## src/rtl/morse_encoder_tx.sv

```systemverilog
// morse_encoder_tx: one ASCII character in, timed Morse keying out.
// The morse_* outputs carry the pattern: 01 dot, 10 dash, 00 unused.
module morse_encoder_tx #(
    parameter int UNIT_CYCLES = 10,
    parameter int CNT_W       = 24
) (
    input  logic       clk,
    input  logic       reset,
    input  logic [7:0] char_in,
    input  logic       char_valid,
    output logic       char_ready,
    output logic       key_out,
    output logic       busy,
    output logic       char_done,
    output logic       char_err,
    output logic [1:0] morse_one,
    output logic [1:0] morse_two,
    output logic [1:0] morse_three,
    output logic [1:0] morse_four,
    output logic [1:0] morse_five
);

    typedef enum logic [2:0] {
        IDLE,
        MARK,
        SYMGAP,
        LETGAP,
        WORDGAP
    } state_t;

    typedef enum logic [1:0] {
        K_SYM,
        K_SPACE,
        K_BAD
    } kind_t;

    localparam logic [CNT_W-1:0] DOT_CNT  = CNT_W'(UNIT_CYCLES - 1);
    localparam logic [CNT_W-1:0] DASH_CNT = CNT_W'(3 * UNIT_CYCLES - 1);
    localparam logic [CNT_W-1:0] WORD_CNT = CNT_W'(7 * UNIT_CYCLES - 1);

    state_t           state;
    state_t           state_nx;
    logic [CNT_W-1:0] cnt;
    logic [CNT_W-1:0] cnt_nx;
    logic [4:0]       dash;
    logic [4:0]       dash_nx;
    logic [2:0]       rem;
    logic [2:0]       rem_nx;
    logic [1:0]       sym    [5];
    logic [1:0]       sym_nx [5];
    logic [7:0]       upper;
    logic [2:0]       lut_len;
    logic [4:0]       lut_dash;
    kind_t            kind;
    logic             accept;
    logic             done_nx;
    logic             err_nx;

    assign accept = char_valid && char_ready;
    assign busy   = ~char_ready;

    assign morse_one   = sym[0];
    assign morse_two   = sym[1];
    assign morse_three = sym[2];
    assign morse_four  = sym[3];
    assign morse_five  = sym[4];

    always_comb begin
        upper = char_in;
        if (char_in >= 8'h61 && char_in <= 8'h7a) begin
            upper = char_in - 8'h20;
        end
    end

    // Length plus dash mask; mask bit 4 is the first symbol sent.
    always_comb begin
        {lut_len, lut_dash} = 8'h00;
        case (upper)
            8'h41: {lut_len, lut_dash} = {3'd2, 5'b01000};
            8'h42: {lut_len, lut_dash} = {3'd4, 5'b10000};
            8'h43: {lut_len, lut_dash} = {3'd4, 5'b10100};
            8'h44: {lut_len, lut_dash} = {3'd3, 5'b10000};
            8'h45: {lut_len, lut_dash} = {3'd1, 5'b00000};
            8'h46: {lut_len, lut_dash} = {3'd4, 5'b00100};
            8'h47: {lut_len, lut_dash} = {3'd3, 5'b11000};
            8'h48: {lut_len, lut_dash} = {3'd4, 5'b00000};
            8'h49: {lut_len, lut_dash} = {3'd2, 5'b00000};
            8'h4a: {lut_len, lut_dash} = {3'd4, 5'b01110};
            8'h4b: {lut_len, lut_dash} = {3'd3, 5'b10100};
            8'h4c: {lut_len, lut_dash} = {3'd4, 5'b01000};
            8'h4d: {lut_len, lut_dash} = {3'd2, 5'b11000};
            8'h4e: {lut_len, lut_dash} = {3'd2, 5'b10000};
            8'h4f: {lut_len, lut_dash} = {3'd3, 5'b11100};
            8'h50: {lut_len, lut_dash} = {3'd4, 5'b01100};
            8'h51: {lut_len, lut_dash} = {3'd4, 5'b11010};
            8'h52: {lut_len, lut_dash} = {3'd3, 5'b01000};
            8'h53: {lut_len, lut_dash} = {3'd3, 5'b00000};
            8'h54: {lut_len, lut_dash} = {3'd1, 5'b10000};
            8'h55: {lut_len, lut_dash} = {3'd3, 5'b00100};
            8'h56: {lut_len, lut_dash} = {3'd4, 5'b00010};
            8'h57: {lut_len, lut_dash} = {3'd3, 5'b01100};
            8'h58: {lut_len, lut_dash} = {3'd4, 5'b10010};
            8'h59: {lut_len, lut_dash} = {3'd4, 5'b10110};
            8'h5a: {lut_len, lut_dash} = {3'd4, 5'b11000};
            8'h30: {lut_len, lut_dash} = {3'd5, 5'b11111};
            8'h31: {lut_len, lut_dash} = {3'd5, 5'b01111};
            8'h32: {lut_len, lut_dash} = {3'd5, 5'b00111};
            8'h33: {lut_len, lut_dash} = {3'd5, 5'b00011};
            8'h34: {lut_len, lut_dash} = {3'd5, 5'b00001};
            8'h35: {lut_len, lut_dash} = {3'd5, 5'b00000};
            8'h36: {lut_len, lut_dash} = {3'd5, 5'b10000};
            8'h37: {lut_len, lut_dash} = {3'd5, 5'b11000};
            8'h38: {lut_len, lut_dash} = {3'd5, 5'b11100};
            8'h39: {lut_len, lut_dash} = {3'd5, 5'b11110};
            default: {lut_len, lut_dash} = 8'h00;
        endcase
    end

    always_comb begin
        kind = K_BAD;
        if (lut_len != 3'd0) begin
            kind = K_SYM;
        end else if (upper == 8'h20) begin
            kind = K_SPACE;
        end
    end

    always_comb begin
        for (int k = 0; k < 5; k++) begin
            sym_nx[k] = 2'b00;
            if (3'(k) < lut_len) begin
                sym_nx[k] = lut_dash[4-k] ? 2'b10 : 2'b01;
            end
        end
    end

    always_comb begin
        state_nx = state;
        cnt_nx   = cnt;
        dash_nx  = dash;
        rem_nx   = rem;
        done_nx  = 1'b0;
        err_nx   = 1'b0;
        unique case (state)
            IDLE: begin
                if (accept) begin
                    case (kind)
                        K_SYM: begin
                            state_nx = MARK;
                            cnt_nx   = lut_dash[4] ? DASH_CNT : DOT_CNT;
                            dash_nx  = lut_dash;
                            rem_nx   = lut_len - 3'd1;
                        end
                        K_SPACE: begin
                            state_nx = WORDGAP;
                            cnt_nx   = WORD_CNT;
                        end
                        default: err_nx = 1'b1;
                    endcase
                end
            end
            MARK: begin
                if (cnt != '0) begin
                    cnt_nx = cnt - 1'b1;
                end else if (rem != 3'd0) begin
                    state_nx = SYMGAP;
                    cnt_nx   = DOT_CNT;
                    dash_nx  = {dash[3:0], 1'b0};
                    rem_nx   = rem - 3'd1;
                end else begin
                    state_nx = LETGAP;
                    cnt_nx   = DASH_CNT;
                end
            end
            SYMGAP: begin
                if (cnt != '0) begin
                    cnt_nx = cnt - 1'b1;
                end else begin
                    state_nx = MARK;
                    cnt_nx   = dash[4] ? DASH_CNT : DOT_CNT;
                end
            end
            LETGAP, WORDGAP: begin
                if (cnt != '0) begin
                    cnt_nx = cnt - 1'b1;
                end else begin
                    state_nx = IDLE;
                    done_nx  = 1'b1;
                end
            end
            default: state_nx = IDLE;
        endcase
    end

    // Outputs are registered from the next state so key_out never glitches.
    always_ff @(posedge clk or posedge reset) begin
        if (reset) begin
            state      <= IDLE;
            cnt        <= '0;
            dash       <= '0;
            rem        <= '0;
            key_out    <= 1'b0;
            char_ready <= 1'b0;
            char_done  <= 1'b0;
            char_err   <= 1'b0;
            for (int k = 0; k < 5; k++) begin
                sym[k] <= 2'b00;
            end
        end else begin
            state      <= state_nx;
            cnt        <= cnt_nx;
            dash       <= dash_nx;
            rem        <= rem_nx;
            key_out    <= (state_nx == MARK);
            char_ready <= (state_nx == IDLE);
            char_done  <= done_nx;
            char_err   <= err_nx;
            if (accept) begin
                for (int k = 0; k < 5; k++) begin
                    sym[k] <= sym_nx[k];
                end
            end
        end
    end

endmodule
```

## config.mk

```make
export PLATFORM = sky130hd
export DESIGN_NAME = morse_encoder_tx
export DESIGN_NICKNAME = d
export VERILOG_FILES = /design/src/rtl/morse_encoder_tx.sv
export SDC_FILE = /design/constraint.sdc
export NUM_CORES = 1
export LEC_CHECK = 0
export BUFFER_PORTS_ARGS = -buffer_cell sky130_fd_sc_hd__buf_4
export CORE_MARGIN = 5
export CORE_UTILIZATION = 40
export DETAILED_ROUTE_END_ITERATION = 6
export PLACE_DENSITY = 0.58
export SLEW_MARGIN = 40
export SYNTH_ARGS = -nofsm -noshare
export SYNTH_HDL_FRONTEND = slang
export SYNTH_SLANG_ARGS = --single-unit
```

## constraint.sdc

```tcl
create_clock -name clk -period 6.8 [get_ports clk]
set_input_delay 1.02 -clock clk [delete_from_list [all_inputs] [get_ports clk]]
set_output_delay 1.02 -clock clk [all_outputs]
set_load 0.1 [all_outputs]
```

==> flow_summary.json, run 1 <==
{
  "outcome": "complete, no violations",
  "die_h_um": 104.7,
  "critical_path_arrival_ns": 4.25,
  "ys.flop_type": "dfrtp_1",
  "drive_above_1_share": 0.1517,
  "initial_core_util": 0.4115,
  "synth-async-reset-ratio": 1.000,
  "hpwl_um": 6587,
  "r2r_cells": 7,
  "syn-cell-area_mm2": 0.003588,
  "synth_compound_area_frac": 0.2385,
  "antenna_found_initial": 0,
  "nets": 459,
  "critical_path_class": "in2reg",
  "port_buffers": 25,
  "setup_ws_ns": 2.749,
  "drv_slew": 0,
  "tightest_slew_ns": 0.7617,
  "path_delay_family": "compound AO/OA/AOI/OAI gates",
  "clkSinkCount": 49,
  "num_rows": 34,
  "dieArea_mm2": 0.01097,
  "wl_per_cell_um": 16.71,
  "rsz0062_at_grt": "no",
  "grt_pass1_vias": 2977,
  "grt_pass1_wl_um": 15190,
  "preCtsSetupSlack_ns": 2.436,
  "cpMostUsedCell": "inv_1",
  "min_period_over_period": 0.5958,
  "cts_tree": "built",
  "worstPathCellList": "buf_4, inv_1, ha_1, inv_1, nand4_1, a32oi_1, o21ai_0, and2_1, inv_1, ha_1, nand3_1, o21ai_4, nor2_1, o22a_1",
  "core_mm2": 0.008721,
  "power_frac_seq": 0.539,
  "synth_top_family_by_area": "simple AND/OR/NAND/NOR gates",
  "postRouteAntennaNets": 0,
  "path_buf_inv": 4,
  "drc": 0,
  "diodes": 0,
  "track_usage": 0.1650,
  "synth_cell_types": 71,
  "root_buffer": "clkbuf_8",
  "vias": 3186,
  "clk_pin_slew_ns": 0.09,
  "yosysSeqAreaShare": 0.3417,
  "cts_buffers": 5,
  "synth_most_common_cell": "dfrtp_1",
  "yosysWarnings": 0,
  "start_kind": "input pin",
  "hold_buffers": 0,
  "synthSimpleGateAreaFrac": 0.2559,
  "gp_congestion": 0.8787,
  "vdd_drop_max_uv": 86.78,
  "end_kind": "flop",
  "synthCells": 422,
  "p_switching_uw": 155.7,
  "switching_share": 0.2850,
  "hold_path.class": "reg2reg",
  "clock_skew_ns": 0.004760,
  "slowest_stage": "o21ai_4",
  "die_w_um": 104.7,
  "netlist_top_cells_area": "dfrtp_1 (34%), ha_1 (4.9%), a21oi_1 (4.5%)",
  "cp_max_fo": 31,
  "cap_viol_max_count": 0,
  "yosysTopAreaCell": "dfrtp_1",
  "max_freq_mhz": 246.8,
  "synth_edf_count": 0,
  "synth_seq_cells": 49,
  "fillers": 869,
  "totalPowerFinal_uw": 546.3,
  "drt_wl_total_um": 9072,
  "synth_xor_area_frac": 0,
  "cpPeakStageDelay_ns": 0.63,
  "clk_latency_ns": 0.30,
  "grt_overflow": 0,
  "drtIter0Drc": 182,
  "final_area_mm2": 0.003914,
  "syn_area_per_cell_um2": 8.503,
  "comb_power_share": 0.151,
  "setup_viol": 0,
  "fin_crit_ns": 4.051,
  "hold_viol_final": 0,
  "synthMuxAreaShare": 0.07043,
  "clkPwrFrac": 0.310,
  "cts_resized": 0,
  "dr.pass1.iters": 5,
  "dpl_cell_area_mm2": 0.003826,
  "synth_top_area_frac": 0.3417,
  "crit_required_ns": 7.00,
  "grt_start_max_net_pins": 50,
  "synth_nets": 447,
  "cp_num_cells": 14,
  "synth_fa_ha_area_frac": 0.04881,
  "cts.htree.levels": 2,
  "fin_util": 0.4488,
  "min_path_cells": 2,
  "p_int_uw": 390.6,
  "post_cts_buffers": 0,
  "avgViaCountPerCell": 5.867,
  "synth_common_cells": "dfrtp_1 (49), nand2_1 (41), nor2_1 (41)",
  "power_density_mw_per_mm2": 139.6,
  "setup-tns-final_ns": 0,
  "cts.path.max_buffers": 2,
  "area_delta_synth_final_pct": 9.065,
  "maxSlewHeadroom": 0.4903,
  "p_leak_nw": 1.498,
  "io_pins": 26
}
-- layout make-up --
| type | instances | area (um2) | share of cell area |
|---|---|---|---|
| sequential | 49 | 1226 | 0.3133 |
| timing repair buffer | 25 | 187.7 | 0.04795 |
| clock buffer | 6 | 72.57 | 0.01854 |
| inverter | 16 | 62.56 | 0.01598 |
| tap | 108 | 135.1 | 0.03453 |
| clock inverter | 2 | 10.01 | 0.002558 |
| multi-input combinational | 337 | 2220 | 0.5671 |
-- state kept, by name (all words and copies together) (netlist names) --
name and count:
morse_four 2, cnt 24, morse_two 2, morse_three 2, char_ready 1, rem 3, char_done 1, morse_one 2
morse_five 2, state 3, dash 5, key_out 1, char_err 1
-- power groups by stage --
stage                     Sequential [mW]  Clock, mW  Combinational (mW)
final                               0.294      0.170              0.0824
after global routing                0.295      0.187              0.0902
after CTS                           0.294      0.175              0.0826
after detailed placement            0.300          0              0.0824
after global placement              0.300          0              0.0811
after floorplan                     0.314          0              0.0435
-- kinds of logic (layout without fill, tap and decap cells) --
logic type,after synthesis,after routing
and+or+nand+nor,178,178
AOI/OAI and AO/OA,128,128
DFF,49,49
buffers and inverters,36,49
muxes,17,17
adders and majority gates,14,14
-- per-stage QoR --
stage          hold WS, ns  cells
6_report            0.4995    543
4_1_cts             0.4981    543
3_5_place_dp        0.4749    535
5_1_grt             0.5254    543
2_1_floorplan       0.4578    422
3_3_place_gp        0.4716    535
-- worst reg2reg max path, cell delays in order, from the launching register on --
cell and delay (ns):
dfrtp_1 0.46, nor4_2 0.69, nand4_1 0.42, o21ai_2 0.31, o221a_1 0.69, nor3_1 0.10, a21oi_1 0.16, o2bb2ai_1 0.07
-- placed cells by master (no fill, tap or decap), types with 4 or more instances in the layout --
| master | instances |
|---|---|
| nand4_1 | 5 |
| nor3_1 | 18 |
| a21oi_1 | 32 |
| o21ai_0 | 25 |
| o21ai_1 | 17 |
| nor2_1 | 41 |
| nor2b_1 | 10 |
| mux4_2 | 4 |
| nand3_1 | 13 |
| buf_4 | 25 |
| inv_1 | 15 |
| and3_1 | 5 |
| nand2_1 | 41 |
| dfrtp_1 | 49 |
| a21boi_0 | 4 |
| mux2i_1 | 5 |
| clkbuf_8 | 5 |
| o31ai_1 | 7 |
| mux2_4 | 6 |
| and2_1 | 7 |
| nor4_1 | 4 |
| ha_1 | 14 |
| nand2b_1 | 10 |
-- layer usage --
layer | part of all wire | vias to the layer above | GRT usage
met5 | 0 | - | 0
met4 | 0.0086 | 0 | 0.03288
met3 | 0.039 | 9 | 0.02959
li1 | - | 1570 | -
met1 | 0.48 | 1535 | 0.2271
met2 | 0.48 | 72 | 0.2738
-- worst paths after layout --
check,start,slack [ns],end
setup reg to reg,cnt[14]$_DFFE_PP0P_,3.75,cnt[6]$_DFFE_PP0P_
setup / recovery,char_in[1],2.75,cnt[3]$_DFFE_PP0P_
min in group asynchronous,reset,0.80,dash[2]$_DFFE_PP0P_
hold reg to reg,morse_five[0]$_DFFE_PP0P_,0.50,morse_five[0]$_DFFE_PP0P_
max in group asynchronous,reset,5.58,cnt[0]$_DFFE_PP0P_
hold / removal,morse_five[0]$_DFFE_PP0P_,0.50,morse_five[0]$_DFFE_PP0P_
Power figures use the tool's default switching activity.
==> inputs of run 2 (changes only) <==
--- a/config.mk
+++ b/config.mk
@@ -5,11 +5,12 @@
 export SDC_FILE = /design/constraint.sdc
 export NUM_CORES = 1
 export LEC_CHECK = 0
+export ABC_AREA = 1
 export BUFFER_PORTS_ARGS = -buffer_cell sky130_fd_sc_hd__buf_4
 export CORE_MARGIN = 5
 export CORE_UTILIZATION = 40
 export DETAILED_ROUTE_END_ITERATION = 6
-export PLACE_DENSITY = 0.58
+export PLACE_DENSITY = 0.6
 export SLEW_MARGIN = 40
 export SYNTH_ARGS = -nofsm -noshare
 export SYNTH_HDL_FRONTEND = slang
==> constraint.sdc (replaced) <==
create_clock -name clk -period 3.25 [get_ports clk]
set_input_delay 0.4875 -clock clk [delete_from_list [all_inputs] [get_ports clk]]
set_output_delay 0.4875 -clock clk [all_outputs]
set_load 0.1 [all_outputs]
==> run 2 against run 1 <==
Against the previous run:
- critical path depth is 3 higher
- wire length is 9.3% lower
- largest power group is now combinational cells
- sequential power grew to 3.2 times the previous value
- largest cell class unchanged
- critical endpoint is now cnt[14]$_DFFE_PP0P_
- synthesized cell count is 23% higher
- worst hold slack worse by 0.25 ns
- first-iteration DRC count is 21% lower
==> flow_summary.json, run 2 <==
{
  "ys.flop_type": "dfrtp_1",
  "syn-cell-area_mm2": 0.003666,
  "grt_overflow": 0,
  "path_delay_family": "simple AND/OR/NAND/NOR gates",
  "io_pins": 26,
  "cts.htree.levels": 2,
  "final_cell_count_no_fill": 653,
  "synth_most_common_cell": "nand2_1",
  "crit_required_ns": 3.48,
  "critical_path_class": "in2reg",
  "wl_per_cell_um": 12.59,
  "grt_pass1_vias": 3060,
  "drtIter0Drc": 143,
  "path_buf_inv": 4,
  "post_cts_buffers": 0,
  "synth_top_area_frac": 0.3345,
  "synth_common_cells": "nand2_1 (151), dfrtp_1 (49), nor2_1 (49)",
  "largestRegisters": "cnt (24), dash (5)",
  "setup_viol": 0,
  "diodes": 0,
  "die_w_um": 105.7,
  "track_usage": 0.1524,
  "maxSlewHeadroom": 0.5701,
  "drv_slew": 0,
  "max_freq_mhz": 368.7,
  "p_leak_nw": 2.067,
  "largest-register": "cnt",
  "end_kind": "flop",
  "clk_pin_slew_ns": 0.10,
  "core_mm2": 0.009065,
  "synthCells": 518,
  "outcome": "complete, no violations",
  "avgViaCountPerCell": 5.025,
  "tightest_slew_ns": 0.6389,
  "cap_viol_max_count": 0,
  "synth_edf_count": 0,
  "cts_resized": 0,
  "port_buffers": 25,
  "dr.pass1.iters": 4,
  "vias": 3281,
  "area_delta_synth_final_pct": 9.386,
  "die_h_um": 105.7,
  "place_inst": 645,
  "yosysSeqAreaShare": 0.3345,
  "hpwl_um": 6281,
  "synth_seq_cells": 49,
  "grt_pass1_wl_um": 14550,
  "synth-async-reset-ratio": 1.000,
  "postRouteAntennaNets": 0,
  "gp_congestion": 0.8833,
  "dieArea_mm2": 0.01118,
  "hold_viol_final": 0,
  "power_density_mw_per_mm2": 802.5,
  "grt_start_max_net_pins": 50,
  "cts_buffers": 5,
  "nets": 566,
  "cts.path.max_buffers": 2,
  "cts_tree": "built",
  "start_kind": "input pin",
  "largest_reg_flops": 24,
  "synth_nets": 543,
  "hold_path.class": "in2async",
  "clk_latency_ns": 0.31,
  "vdd_drop_max_uv": 396.3,
  "setup-tns-final_ns": 0,
  "rsz0062_at_grt": "no",
  "syn_area_per_cell_um2": 7.077,
  "num_rows": 35,
  "final_common_cell": "nand2_1",
  "initial_core_util": 0.4044,
  "drc": 0,
  "yosysWarnings": 0,
  "clock_skew_ns": 0.006703,
  "mostFrequentLayoutCells": "nand2_1 (151), nor2_1 (49), dfrtp_1 (49)",
  "cp_max_fo": 16,
  "hold_buffers": 0,
  "root_buffer": "clkbuf_8",
  "critical_path_arrival_ns": 2.94,
  "slowest_stage": "ha_1",
  "worstPathCellList": "buf_4, inv_1, ha_1, inv_1, nor2_1, nand3_2, nand3_2, nand2_2, o21ai_0, nand2_1, nand2_2, ha_1, nand4_4, nand2_4, buf_4, nand2_1, o21ai_1",
  "cpPeakStageDelay_ns": 0.34,
  "drt_wl_total_um": 8224,
  "yosysTopAreaCell": "dfrtp_1",
  "fin_crit_ns": 2.713,
  "drive_above_1_share": 0.1679,
  "clkSinkCount": 49,
  "netlist_top_cells_area": "dfrtp_1 (33%), nand2_1 (15%), nand3_1 (5.2%)",
  "min_period_over_period": 0.8346,
  "antenna_found_initial": 0,
  "synth_cell_types": 40
}
-- run 2: changes by cell type in the layout (fill, tap and decap cells not counted), sizes merged, moves of 13 or more --
cell	previous run	this run
a21oi	33	7
nand3	14	46
nor2	42	55
nand2	41	168
inv	16	52
-- run 2: cell families after synthesis --
family | after synthesis | share of synthesized area
and+or+nand+nor | 305 | 0.3901
buffers and inverters | 68 | 0.08771
DFF | 49 | 0.3345
adders and majority gates | 14 | 0.04778
AOI/OAI and AO/OA | 65 | 0.09932
xor gates and xnor gates | 17 | 0.04061
-- run 2: path summary, 6_finish.rpt --
check | start | end | slack, ns | cells after the start
max | char_in[0] | cnt[14]$_DFFE_PP0P_ | 0.54 | 17
min | reset | morse_one[0]$_DFFE_PP0P_ | 0.25 | 2
max reg2reg | cnt[0]$_DFFE_PP0P_ | cnt[19]$_DFFE_PP0P_ | 0.73 | 11
min reg2reg | morse_four[0]$_DFFE_PP0P_ | morse_four[0]$_DFFE_PP0P_ | 0.49 | 2
max in group asynchronous | reset | cnt[20]$_DFFE_PP0P_ | 2.58 | 2
min in group clk | morse_four[0]$_DFFE_PP0P_ | morse_four[0]$_DFFE_PP0P_ | 0.49 | 2
-- run 2: metrics by stage --
| stage | setup WS, ns | total power, mW | cell area (um2) | hold WS [ns] | util |
|---|---|---|---|---|---|
| after floorplan | 0.8427 | 2.511 | 3666 | 0.4609 | - |
| final | 0.5375 | 3.218 | 4010 | 0.2453 | 0.4424 |
| after global placement | 0.2250 | 2.852 | 3918 | 0.4669 | 0.4322 |
| after CTS | 0.4002 | 3.228 | 4006 | 0.2779 | 0.4420 |
| after global routing | 0.2756 | 3.527 | 4010 | 0.3035 | 0.4424 |
| after detailed placement | 0.2084 | 2.858 | 3920 | 0.4687 | 0.4324 |
-- run 2: cell type report --
| class | instances | area [um2] |
|---|---|---|
| timing repair buffer | 31 | 232.7 |
| fill | 925 | 5055 |
| tap | 111 | 138.9 |
| inverter | 53 | 203.9 |
| multi-input combinational | 401 | 2122 |
| clock inverter | 3 | 17.52 |
| clock buffer | 5 | 68.82 |
| sequential | 49 | 1226 |
-- run 2: report_power, final --
part	total (mW)	internal, mW	switching (mW)	leakage [nW]
registers	0.927	0.777	0.149	0.655
logic	1.93	0.582	1.35	1.37
clock network	0.363	0.149	0.214	0.0439
total	3.22	1.51	1.71	2.07
-- run 2: per-layer routing --
metal | global-route usage | wire (um) | vias up
met2 | 0.2327 | 3625 | 45
met1 | 0.2277 | 4238 | 1513
li1 | - | - | 1716
met3 | 0.01837 | 268 | 7
met5 | 0 | 0 | -
met4 | 0.03793 | 92 | 0
==> inputs of run 3 (changes only) <==
==> constraint.sdc (replaced) <==
create_clock -name clk -period 2.42 [get_ports clk]
set_input_delay 0.363 -clock clk [delete_from_list [all_inputs] [get_ports clk]]
set_output_delay 0.363 -clock clk [all_outputs]
set_load 0.1 [all_outputs]
==> run 3 against run 2 <==
Against the previous run:
- critical path depth down 5
- wire length up 4.3%
- register-to-register slack worse by 0.50 ns
- worst setup slack worse by 0.31 ns
- cell count up 2.9%
- critical path type is now reg2reg
==> flow_summary.json, run 3 (synthesized netlist as in run 2, its figures left out) <==
{
  "nets": 585,
  "cts.path.max_buffers": 2,
  "p_leak_nw": 2.185,
  "track_usage": 0.1609,
  "root_buffer": "clkbuf_8",
  "hold-worst-slack_ns": 0.1461,
  "tightest_slew_ns": 0.6338,
  "num_rows": 35,
  "power_density_mw_per_mm2": 1085,
  "place_inst": 664,
  "setup_viol": 0,
  "hold_viol_final": 0,
  "wl_per_cell_um": 12.76,
  "cts_resized": 0,
  "crit_required_ns": 2.65,
  "clk_latency_ns": 0.30,
  "drt_wl_total_um": 8578,
  "multi_input_area_mm2": 0.002121,
  "clk_pin_slew_ns": 0.09,
  "grt_pass1_vias": 3307,
  "final_area_mm2": 0.004217,
  "antenna_found_initial": 0,
  "grt_overflow": 0,
  "seq_area_mm2": 0.001226,
  "final_cell_count_no_fill": 672,
  "hold_buffers": 0,
  "dieArea_mm2": 0.01118,
  "grt_start_max_net_pins": 41,
  "largest-register": "cnt",
  "mostFrequentLayoutCells": "nand2_1 (151), nor2_1 (49), dfrtp_1 (49)",
  "hpwl_um": 6626,
  "clock_skew_ns": 0.01228,
  "vias": 3360,
  "drc": 0,
  "avgViaCountPerCell": 5.000,
  "end_kind": "flop",
  "hold_path.class": "in2async",
  "drtIter0Drc": 185,
  "r2r_slack_ns": 0.23,
  "critical_path_arrival_ns": 2.43,
  "drive_above_1_share": 0.1943,
  "cp_max_fo": 6,
  "path_buf_inv": 3,
  "clkSinkCount": 49,
  "largestRegisters": "cnt (24), dash (5)",
  "die_h_um": 105.7,
  "die_w_um": 105.7,
  "outcome": "complete, no violations",
  "grt_pass1_wl_um": 15300,
  "cts.htree.levels": 2,
  "start_kind": "flop",
  "slowest_stage": "dfrtp_1",
  "io_pins": 26,
  "fillers": 962,
  "drv_slew": 0,
  "initial_core_util": 0.4044,
  "cts_tree": "built",
  "gp_congestion": 0.8952,
  "final_common_cell": "nand2_1",
  "cts_buffers": 5,
  "largest_reg_flops": 24,
  "min_period_over_period": 0.9063,
  "critical_path_class": "reg2reg",
  "post_cts_buffers": 0,
  "dpl_cell_area_mm2": 0.004098,
  "area_delta_synth_final_pct": 15.02,
  "diodes": 0,
  "port_buffers": 25,
  "setup-tns-final_ns": 0,
  "postRouteAntennaNets": 0,
  "worstPathCellList": "inv_1, ha_2, nand3_2, nor2_2, nand2_2, inv_2, nand4_4, o31ai_1, nand2_2, inv_1, nand2_1, nand2_1",
  "rsz0062_at_grt": "no",
  "dr.pass1.iters": 4,
  "cap_viol_max_count": 0,
  "maxSlewHeadroom": 0.5742,
  "path_delay_family": "simple AND/OR/NAND/NOR gates",
  "fin_util": 0.4651,
  "max_freq_mhz": 456.0,
  "cpPeakStageDelay_ns": 0.41,
  "core_mm2": 0.009065,
  "fin_crit_ns": 2.193,
  "vdd_drop_max_uv": 638.3
}
-- run 3: through the flow --
stage / power (mW) / setup WS, ns
6_report: 4.574 / 0.2268
5_1_grt: 4.976 / 0.02543
4_1_cts: 4.599 / 0.1625
3_5_place_dp: 3.978 / -0.07614
3_3_place_gp: 3.952 / 0.0006850
2_1_floorplan: 3.373 / 0.1372
-- run 3: report_power, final --
| group | internal [mW] | total (mW) | leakage [nW] | switching [mW] |
|---|---|---|---|---|
| sequential | 1.04 | 1.25 | 0.655 | 0.206 |
| clock | 0.337 | 0.605 | 0.0585 | 0.268 |
| combinational | 0.873 | 2.72 | 1.47 | 1.85 |
| total | 2.25 | 4.57 | 2.18 | 2.32 |
-- run 3: worst paths after layout --
check                                         startpoint                  endpoint  cells after the start
worst min register to register  morse_two[1]$_DFFE_PP0P_  morse_two[1]$_DFFE_PP0P_                      2
max in group asynchronous                          reset  morse_two[0]$_DFFE_PP0P_                      3
worst min-delay path                               reset       cnt[18]$_DFFE_PP0P_                      2
min in group clk                morse_two[1]$_DFFE_PP0P_  morse_two[1]$_DFFE_PP0P_                      2
worst max register to register        cnt[0]$_DFFE_PP0P_       dash[1]$_DFFE_PP0P_                     12
worst max-delay path                  cnt[0]$_DFFE_PP0P_       dash[1]$_DFFE_PP0P_                     12
-- run 3: worst register-to-register path: stages, from the launching register on --
cell and delay, ns:
dfrtp_1 0.41, inv_1 0.11, ha_2 0.25, nand3_2 0.13, nor2_2 0.16, nand2_2 0.10
inv_2 0.09, nand4_4 0.12, o31ai_1 0.28, nand2_2 0.13, inv_1 0.20, nand2_1 0.08
nand2_1 0.07
-- run 3: metal layers --
layer  track usage  vias up  wire length [um]
met5             0        -                 0
li1              -     1763                 -
met1        0.2306     1532              4380
met3       0.02143        6               287
met2        0.2623       59              3838
met4       0.02775        0                71
-- run 3: final cells by class --
type,instances,share of cell area
Tap cell,111,0.03294
Multi-Input combinational cell,401,0.5030
Timing Repair Buffer,50,0.09792
Clock inverter,1,0.007122
Sequential cell,49,0.2908
Inverter,53,0.04777
Clock buffer,7,0.02047
